[src/rtl/sha256_pkg.sv]
`default_nettype none
// ============================================================================
// Module      : sha256_pkg
// Description : Shared constants for the SHA-256 hash controller: default
//               widths, default watchdog limit and FSM state encodings.
// Revision    : 1.0 - initial release
// ============================================================================
package sha256_pkg;

    // Default block / digest widths and core watchdog limit
    localparam int SHA256_DATA_WIDTH   = 512;
    localparam int SHA256_DIGEST_WIDTH = 256;
    localparam int SHA256_TIMEOUT      = 1024;

    // Completed-block counter type (wraps naturally at 65535)
    typedef logic [15:0] blk_cnt_t;

    // Controller FSM state encodings
    localparam int         STATE_W    = 2;
    localparam logic [1:0] c_st_idle  = 2'd0;
    localparam logic [1:0] c_st_issue = 2'd1;
    localparam logic [1:0] c_st_wait  = 2'd2;
    localparam logic [1:0] c_st_done  = 2'd3;

endpackage : sha256_pkg
`default_nettype wire

[src/rtl/sha256_blk_buf.sv]
`default_nettype none
// ============================================================================
// Module      : sha256_blk_buf
// Description : One-deep valid/ready register slice holding a padded block
//               and its last-block flag until the controller issues it.
// Revision    : 1.0 - initial release
// ============================================================================
module sha256_blk_buf
    import sha256_pkg::*;
#(
    parameter int DATA_WIDTH = SHA256_DATA_WIDTH
) (
    input  logic                  clk,
    input  logic                  rst_n,
    input  logic                  in_valid,
    input  logic [DATA_WIDTH-1:0] in_data,
    input  logic                  in_last,
    output logic                  in_ready,
    input  logic                  pop,
    input  logic                  flush,
    output logic                  full,
    output logic [DATA_WIDTH-1:0] out_data,
    output logic                  out_last
);

    logic                  r_full;
    logic [DATA_WIDTH-1:0] r_data;
    logic                  r_last;
    logic                  w_accept;

    assign in_ready = !r_full;
    assign w_accept = in_valid && !r_full;

    // Occupancy: a flush (watchdog recovery) empties the slot unconditionally
    always_ff @(posedge clk or negedge rst_n) begin
        if (!rst_n) begin
            r_full <= 1'b0;
        end else if (flush) begin
            r_full <= 1'b0;
        end else if (w_accept) begin
            r_full <= 1'b1;
        end else if (pop) begin
            r_full <= 1'b0;
        end
    end

    // Payload capture on every accepted handshake
    always_ff @(posedge clk or negedge rst_n) begin
        if (!rst_n) begin
            r_data <= '0;
            r_last <= 1'b0;
        end else if (w_accept) begin
            r_data <= in_data;
            r_last <= in_last;
        end
    end

    assign full     = r_full;
    assign out_data = r_data;
    assign out_last = r_last;

endmodule : sha256_blk_buf
`default_nettype wire

[src/rtl/sha256_hash_ctrl.sv]
`default_nettype none
// ============================================================================
// Module      : sha256_hash_ctrl
// Description : Sequences padded message blocks into a SHA-256 compression
//               core, chains intermediate state across blocks, publishes the
//               final digest and recovers from a hung core via a watchdog.
// Revision    : 1.0 - initial release
// ============================================================================
module sha256_hash_ctrl
    import sha256_pkg::*;
#(
    parameter int DATA_WIDTH   = SHA256_DATA_WIDTH,
    parameter int DIGEST_WIDTH = SHA256_DIGEST_WIDTH,
    parameter int TIMEOUT      = SHA256_TIMEOUT
) (
    input  logic                    clk,
    input  logic                    rst_n,
    input  logic                    blk_valid,
    input  logic [DATA_WIDTH-1:0]   blk_data,
    input  logic                    blk_last,
    output logic                    blk_ready,
    output logic                    core_start,
    output logic [DATA_WIDTH-1:0]   core_block,
    output logic                    core_first,
    input  logic                    core_done,
    input  logic [DIGEST_WIDTH-1:0] core_digest,
    output logic [DIGEST_WIDTH-1:0] digest_out,
    output logic                    digest_valid,
    output logic [15:0]             blk_count,
    output logic                    err_timeout
);

    // Watchdog sized to hold TIMEOUT; expiry is flagged on the WAIT cycle
    // whose count would reach TIMEOUT.
    localparam int                c_wd_w     = $clog2(TIMEOUT + 1);
    localparam logic [c_wd_w-1:0] c_wd_limit = c_wd_w'(TIMEOUT - 1);

    logic [STATE_W-1:0]      r_state;
    logic                    r_first;
    logic                    r_cur_last;
    logic [DATA_WIDTH-1:0]   r_core_block;
    logic                    r_core_first;
    logic [DIGEST_WIDTH-1:0] r_digest_out;
    logic                    r_digest_valid;
    blk_cnt_t                r_blk_count;
    logic                    r_err_timeout;
    logic [c_wd_w-1:0]       r_wd;

    logic                    w_buf_full;
    logic [DATA_WIDTH-1:0]   w_buf_data;
    logic                    w_buf_last;
    logic                    w_pop;
    logic                    w_wd_expire;

    // Buffer is drained on the IDLE->ISSUE edge and flushed on a timeout
    assign w_pop       = (r_state == c_st_idle) && w_buf_full;
    assign w_wd_expire = (r_state == c_st_wait) && !core_done && (r_wd == c_wd_limit);

    sha256_blk_buf #(
        .DATA_WIDTH (DATA_WIDTH)
    ) u_blk_buf (
        .clk      (clk),
        .rst_n    (rst_n),
        .in_valid (blk_valid),
        .in_data  (blk_data),
        .in_last  (blk_last),
        .in_ready (blk_ready),
        .pop      (w_pop),
        .flush    (w_wd_expire),
        .full     (w_buf_full),
        .out_data (w_buf_data),
        .out_last (w_buf_last)
    );

    // Main sequencer: issue, wait for the core, chain or finish the message
    always_ff @(posedge clk or negedge rst_n) begin
        if (!rst_n) begin
            r_state        <= c_st_idle;
            r_first        <= 1'b1;
            r_cur_last     <= 1'b0;
            r_core_block   <= '0;
            r_core_first   <= 1'b1;
            r_digest_out   <= '0;
            r_digest_valid <= 1'b0;
            r_blk_count    <= '0;
            r_err_timeout  <= 1'b0;
        end else begin
            r_digest_valid <= 1'b0;
            r_err_timeout  <= 1'b0;
            case (r_state)
                c_st_idle: begin
                    if (w_buf_full) begin
                        r_core_block <= w_buf_data;
                        r_core_first <= r_first;
                        r_cur_last   <= w_buf_last;
                        r_state      <= c_st_issue;
                    end
                end
                c_st_issue: begin
                    r_state <= c_st_wait;
                end
                c_st_wait: begin
                    if (core_done) begin
                        r_blk_count <= r_blk_count + 16'd1;
                        if (r_cur_last) begin
                            r_digest_out   <= core_digest;
                            r_digest_valid <= 1'b1;
                            r_state        <= c_st_done;
                        end else begin
                            r_first <= 1'b0;
                            r_state <= c_st_idle;
                        end
                    end else if (w_wd_expire) begin
                        r_err_timeout <= 1'b1;
                        r_first       <= 1'b1;
                        r_blk_count   <= '0;
                        r_state       <= c_st_idle;
                    end
                end
                c_st_done: begin
                    r_first     <= 1'b1;
                    r_blk_count <= '0;
                    r_state     <= c_st_idle;
                end
                default: begin
                    r_state <= c_st_idle;
                end
            endcase
        end
    end

    // Watchdog: cleared while issuing, advances every WAIT cycle without done
    always_ff @(posedge clk or negedge rst_n) begin
        if (!rst_n) begin
            r_wd <= '0;
        end else if (r_state == c_st_issue) begin
            r_wd <= '0;
        end else if ((r_state == c_st_wait) && !core_done && !w_wd_expire) begin
            r_wd <= r_wd + c_wd_w'(1);
        end
    end

    assign core_start   = (r_state == c_st_issue);
    assign core_block   = r_core_block;
    assign core_first   = r_core_first;
    assign digest_out   = r_digest_out;
    assign digest_valid = r_digest_valid;
    assign blk_count    = r_blk_count;
    assign err_timeout  = r_err_timeout;

endmodule : sha256_hash_ctrl
`default_nettype wire

[config.mk]
export PLATFORM = sky130hd
export DESIGN_NAME = sha256_hash_ctrl
export DESIGN_NICKNAME = d
export VERILOG_FILES = /design/src/rtl/sha256_pkg.sv /design/src/rtl/sha256_blk_buf.sv /design/src/rtl/sha256_hash_ctrl.sv
export SDC_FILE = /design/constraint.sdc
export NUM_CORES = 2
export LEC_CHECK = 0
export BUFFER_PORTS_ARGS = -buffer_cell sky130_fd_sc_hd__buf_2
export CAP_MARGIN = 20
export CORE_AREA = 8 8 606 608
export DETAILED_ROUTE_END_ITERATION = 7
export DIE_AREA = 0 0 614 616
export PLACE_DENSITY = 0.42
export SKIP_LAST_GASP = 1
export SLEW_MARGIN = 40
export SYNTH_ARGS = -nofsm -noshare
export SYNTH_HDL_FRONTEND = slang
export SYNTH_SLANG_ARGS = --single-unit
[constraint.sdc]
create_clock -name clk -period 2.25 [get_ports clk]
set_input_delay 0.1125 -clock clk [delete_from_list [all_inputs] [get_ports clk]]
set_output_delay 0.1125 -clock clk [all_outputs]
set_load 0.1 [all_outputs]
After elaboration in Yosys (flattened, before gate mapping)
Index checks and enable logic that the tools add are counted.
{"block": "totals", "rom_bits": 0, "mem_bits_rw": 0, "memories": 0, "latch_bits": 0, "reg_bits": 1316, "in_bits": 773}
{"block": "classes", "shift": 0, "bitwise_logic": 0, "muxes": 23, "add_sub_neg": 2, "eq_ne": 7, "order_cmp": 0, "reduce_logical": 17, "div_mod_pow": 0, "mul": 0}
{"cell": "two-way mux 16 bit", "n": 2}
{"cell": "one-hot mux 16 bit (2 select lines)", "n": 1}
{"cell": "two-way mux 11 bit", "n": 2}
{"cell": "adder 16 x 1 -> 16 bit, second input constant", "n": 1}
{"cell": "two-way mux 1 bit", "n": 12}
{"cell": "adder 11 x 1 -> 11 bit, second input constant", "n": 1}
{"cell": "== test 11 x 10 -> 1 bit, second input constant", "n": 1}
{"cell": "two-way mux 2 bit", "n": 4}
{"cell": "one-hot mux 2 bit (4 select lines)", "n": 1}
{"cell": "inequality test 3 bit, second input constant", "n": 2}
{"cell": "AND reduction 2 bit", "n": 3}
{"cell": "AND reduction 3 bit", "n": 2}
{"cell": "logical AND 1 bit", "n": 5}
{"cell": "== test 2 bit, second input constant", "n": 2}
{"cell": "nonzero test 2 bit", "n": 2}
{"cell": "zero test 1 bit", "n": 3}
{"cell": "nonzero test 3 bit", "n": 1}
{"cell": "== test 2 x 1 -> 1 bit, second input constant", "n": 1}
{"cell": "zero test 2 bit", "n": 1}
{"cell": "inequality test 2 x 1 -> 1 bit, second input constant", "n": 1}
{"cell": "one-hot mux 1 bit (2 select lines)", "n": 1}

Depth between registers and ports, before layout
{"block": "logic_depth", "ltp_word": 7, "ltp_mapped": 8, "ltp_nobuf": 5}

Modules after synthesis
From an unflattened synthesis, not the netlist that was laid out.
{"block": "hier_totals", "hier_cells": 2893, "area_unflattened_um2": 51210.4}
{"mod": "sha256_hash_ctrl", "area_each_um2": 30076.3, "cells_each": 1805, "n_inst": 1, "seq_area_each_um2": 20071.8}
{"mod": "sha256_blk_buf", "area_each_um2": 21134.0, "cells_each": 1088, "n_inst": 1, "seq_area_each_um2": 12862.3}

Least setup slack after synthesis
No wires, ideal clock.
{"block": "synth_path", "path_kind": "register to register", "start": "register r_blk_count[0] (netlist: blk_count[0])", "end": "register r_blk_count[14] (netlist: blk_count[14])", "setup_ns": 0.127, "required_ns": 2.123, "setup_slack_ns": -0.298, "n_path_buf": 1, "stages_incl_launch_ff": 7, "arrival_time_ns": 2.421, "cell_sequence": "dfrtp_1 ha_1 nand3_1 or2_0 clkbuf_1 o311a_1 a221o_1"}
{"block": "synth_via", "elab_chain_cells": 3}
{"item": "from (decl)", "line_no": "sha256_hash_ctrl.sv:45", "source": "blk_cnt_t r_blk_count;"}
{"item": "from (signal assigned)", "line_no": "sha256_hash_ctrl.sv:104", "source": "r_blk_count <= r_blk_count + 16'd1;"}
{"item": "adder 16 x 1 -> 16 bit", "line_no": "sha256_hash_ctrl.sv:104"}
{"item": "two-way mux 16 bit", "line_no": "sha256_hash_ctrl.sv:103", "source": "if (core_done) begin"}
{"item": "one-hot mux 16 bit (2 select lines)", "line_no": "sha256_hash_ctrl.sv:90", "source": "case (r_state)"}
Every way passes these cells.
A chain may end at the register's enable or synchronous reset.

Final worst setup path
{"block": "layout_path", "start": "register r_digest_out[250] (netlist: digest_out[250])", "end": "output port digest_out[250]"}
{"item": "from (decl)", "line_no": "sha256_hash_ctrl.sv:43", "source": "logic [DIGEST_WIDTH-1:0] r_digest_out;"}
{"item": "from (signal assigned)", "line_no": "sha256_hash_ctrl.sv:106", "source": "r_digest_out <= core_digest;"}
{"item": "to (decl)", "line_no": "sha256_hash_ctrl.sv:27", "source": "output logic [DIGEST_WIDTH-1:0] digest_out,"}
No word-level cell between the ends.

==> results.cfg <==
[outcome]
status = complete, no violations

[setup_path]
cp_slowest_stage_delay_ns = 0.57
crit_buf_inv = 1
arrival_ns = 1.91
crit_chain = buf_2
crit_fanout = 2
crit_path_end_kind = output port
crit_family = flip-flops
cp-start-kind = register
required_ns = 2.14
criticalPathCategory = reg -> out
critPathSlowestCell = dfrtp_1

[synth]
ys_async_sr_fraction = 1.00
ys_ff_latch = 1316
synth_cell_types = 49
syn-cell-area_um2 = 49500
synth_edf_count = 0
synth.net_count = 4750
ys.flop_type = dfrtp_1
yosysTopAreaCellShare = 0.664
syn-instance-count = 3975
synth_area_leader_cell = dfrtp_1
synth_area_leaders = dfrtp_1, mux2_2, nand2_1
syn_area_per_cell_um2 = 12.5
yosysWarnings = 0
yosysSeqAreaShare = 0.665

[grt]
grt_usage = 0.120
grt_max_degree = 89
antenna_found_initial = 83
grt_first_pass_wirelength_um = 333000
grt_remaining_overflow = 0
grt_pass1_vias = 45400

[sta]
setup_ws_ns = 0.229
fin_crit_ns = 2.02
tightest_slew_ns = 0.851
maxSlewViolCount = 0
clock_skew_ns = 0.0559
finalSetupViolCount = 0
slew-limit-headroom = 0.437
fin_crit_sh = 0.898
finalHoldViolations = 0
fmax_mhz = 495
grt_setup_unrepaired = no
fin_tns_setup_ns = 0

[placement]
post_dp_cell_area_um2 = 63700
portBuffers = 1561
hpwl_um = 183000
pre_cts_slack_ns = 0.250
dp_cells = 10200
routabilityCongestion = 0.893

[clocking]
ctsLongestPathBuffers = 4
h-tree-depth = 4
clk_latency_ns = 0.85
cts_sinks = 1316
cts_tree = done
cts.clk_slew.worst_paths_ns = 0.06
cts_buffers = 170
clockRootBuffer = clkbuf_16

[finish]
fin_area_um2 = 81900
drive_above_1_share = 0.364
layoutNonFillerInstCount = 11800
final_nets = 7649
syn_to_final_growth_pct = 65.3

[flow_run]
max_cap_viol_count = 0

[route]
wl_per_cell_um = 20.1
drc_errors = 0
drt_pre_antenna_iters = 6
drt_wl_total_um = 238000
ant_nets = 0
vias = 41200
viasPerCell = 3.48
drtIter0Drc = 2323

[floorplan]
num_rows = 220
die_x_um = 614
initial_core_util = 0.138
fp.coreArea_um2 = 358000
die_area_um2 = 378000
die_h_um = 616
ios = 1562

[min_path]
hold_class = in -> reg
per-stage QoR:
stage / hold WS, ns / utilization
4_1_cts: 0.000214 / 0.229
2_1_floorplan: -0.183 / -
5_1_grt: 0.0138 / 0.229
6_report: 0.0922 / 0.229
3_3_place_gp: 0.164 / 0.178
3_5_place_dp: 0.166 / 0.178
repair_timing:
action,CTS,global route
gates resized for setup,4,0
setup buffers,1,0
hold buffers,1236,0
setup endpoints to repair,1,0
hold endpoints to repair,2022,0
area by class of cell:
cell class	instances	area [µm²]
fillers	38300	276000
flip-flops and latches	1316	32900
diodes	44	110
inverters	7	26.3
clock inverters	57	727
multi-input cells	2446	15300
well taps	4773	5970
clock buffers	240	4910
repair buffers	2933	21800
path summary, 6_finish.rpt:
kind	startpoint	end	slack [ns]	cells after the start
max reg2reg	u_blk_buf.full	u_blk_buf.out_data[29]	0.28	4
min in group asynchronous	rst_n	core_block[395]	0.20	3
min reg2reg	u_blk_buf.out_data[195]	core_block[195]	0.44	2
min	blk_data[351]	u_blk_buf.out_data[351]	0.09	3
max	digest_out[250]	digest_out[250]	0.23	1
max in group asynchronous	rst_n	core_block[76]	1.37	4
state kept, by name, summed over array words and instances, names as in the netlist:
signal	count
r_wd	11
u_blk_buf.full	1
u_blk_buf.out_data	512
core_block	512
r_first	1
blk_count	16
r_cur_last	1
core_first	1
u_blk_buf.out_last	1
r_state	2
err_timeout	1
digest_out	256
digest_valid	1
cell families (layout without fill, tap and decap cells):
group / Yosys count / after routing / share of synthesized area
buf+inv: 213 / 3237 / 0.0256
mux: 771 / 771 / 0.175
compound gates: 51 / 51 / 0.00766
fa+ha+maj: 2 / 2 / 0.000505
flops: 1316 / 1316 / 0.665
simple gates: 1622 / 1622 / 0.126
other cells: 0 / 44 / 0
synth_stat cells (3+ instances only):
library cell	instances
o21ai_0	8
nand2_1	1557
nand3_1	11
a221o_1	4
mux2_1	200
nor3_1	8
inv_1	6
or3_1	3
or4_1	3
o311a_1	4
o41ai_1	3
o311ai_0	3
buf_2	58
o211ai_1	7
buf_1	9
buf_4	6
a31oi_1	4
nand2b_1	4
a21oi_1	6
mux2_2	569
nor2_1	15
buf_12	22
nand4_1	6
o31ai_1	5
clkbuf_1	109
dfrtp_1	1314
cell usage in the layout (no fill, tap or decap), types with 4 or more instances in the layout:
cell | netlist | final
nand2b_1 | 4 | 4
dfrtp_2 | 0 | 8
inv_1 | 6 | 5
nand3_1 | 11 | 11
dlygate4sd3_1 | 0 | 1235
nand2_1 | 1557 | 1556
clkinv_4 | 0 | 8
clkinv_16 | 0 | 4
nand4_1 | 6 | 6
a31oi_1 | 4 | 4
dfrtp_1 | 1314 | 1306
nor3_1 | 8 | 7
buf_4 | 6 | 90
o211ai_1 | 7 | 7
mux2_2 | 569 | 569
a21oi_1 | 6 | 6
o31ai_1 | 5 | 5
mux2_1 | 200 | 200
o311a_1 | 4 | 4
a221o_1 | 4 | 4
clkbuf_16 | 0 | 171
clkbuf_1 | 109 | 32
diode_2 | 0 | 44
inv_6 | 0 | 11
bufinv_16 | 0 | 9
buf_12 | 22 | 48
buf_2 | 58 | 1558
o21ai_0 | 8 | 8
clkinv_2 | 0 | 19
nor2_1 | 15 | 15
clkbuf_8 | 0 | 37
layer usage:
layer | global-route usage | vias up | wire length (µm)
li1 | - | 18900 | -
met1 | 0.128 | 20400 | 86300
met2 | 0.203 | 1423 | 113000
met3 | 0.0490 | 481 | 23600
met4 | 0.0634 | 30 | 14400
met5 | 0 | - | 206
Power is not shown: default switching activity piles up to over one toggle a cycle in this logic, so the estimate is an artifact.
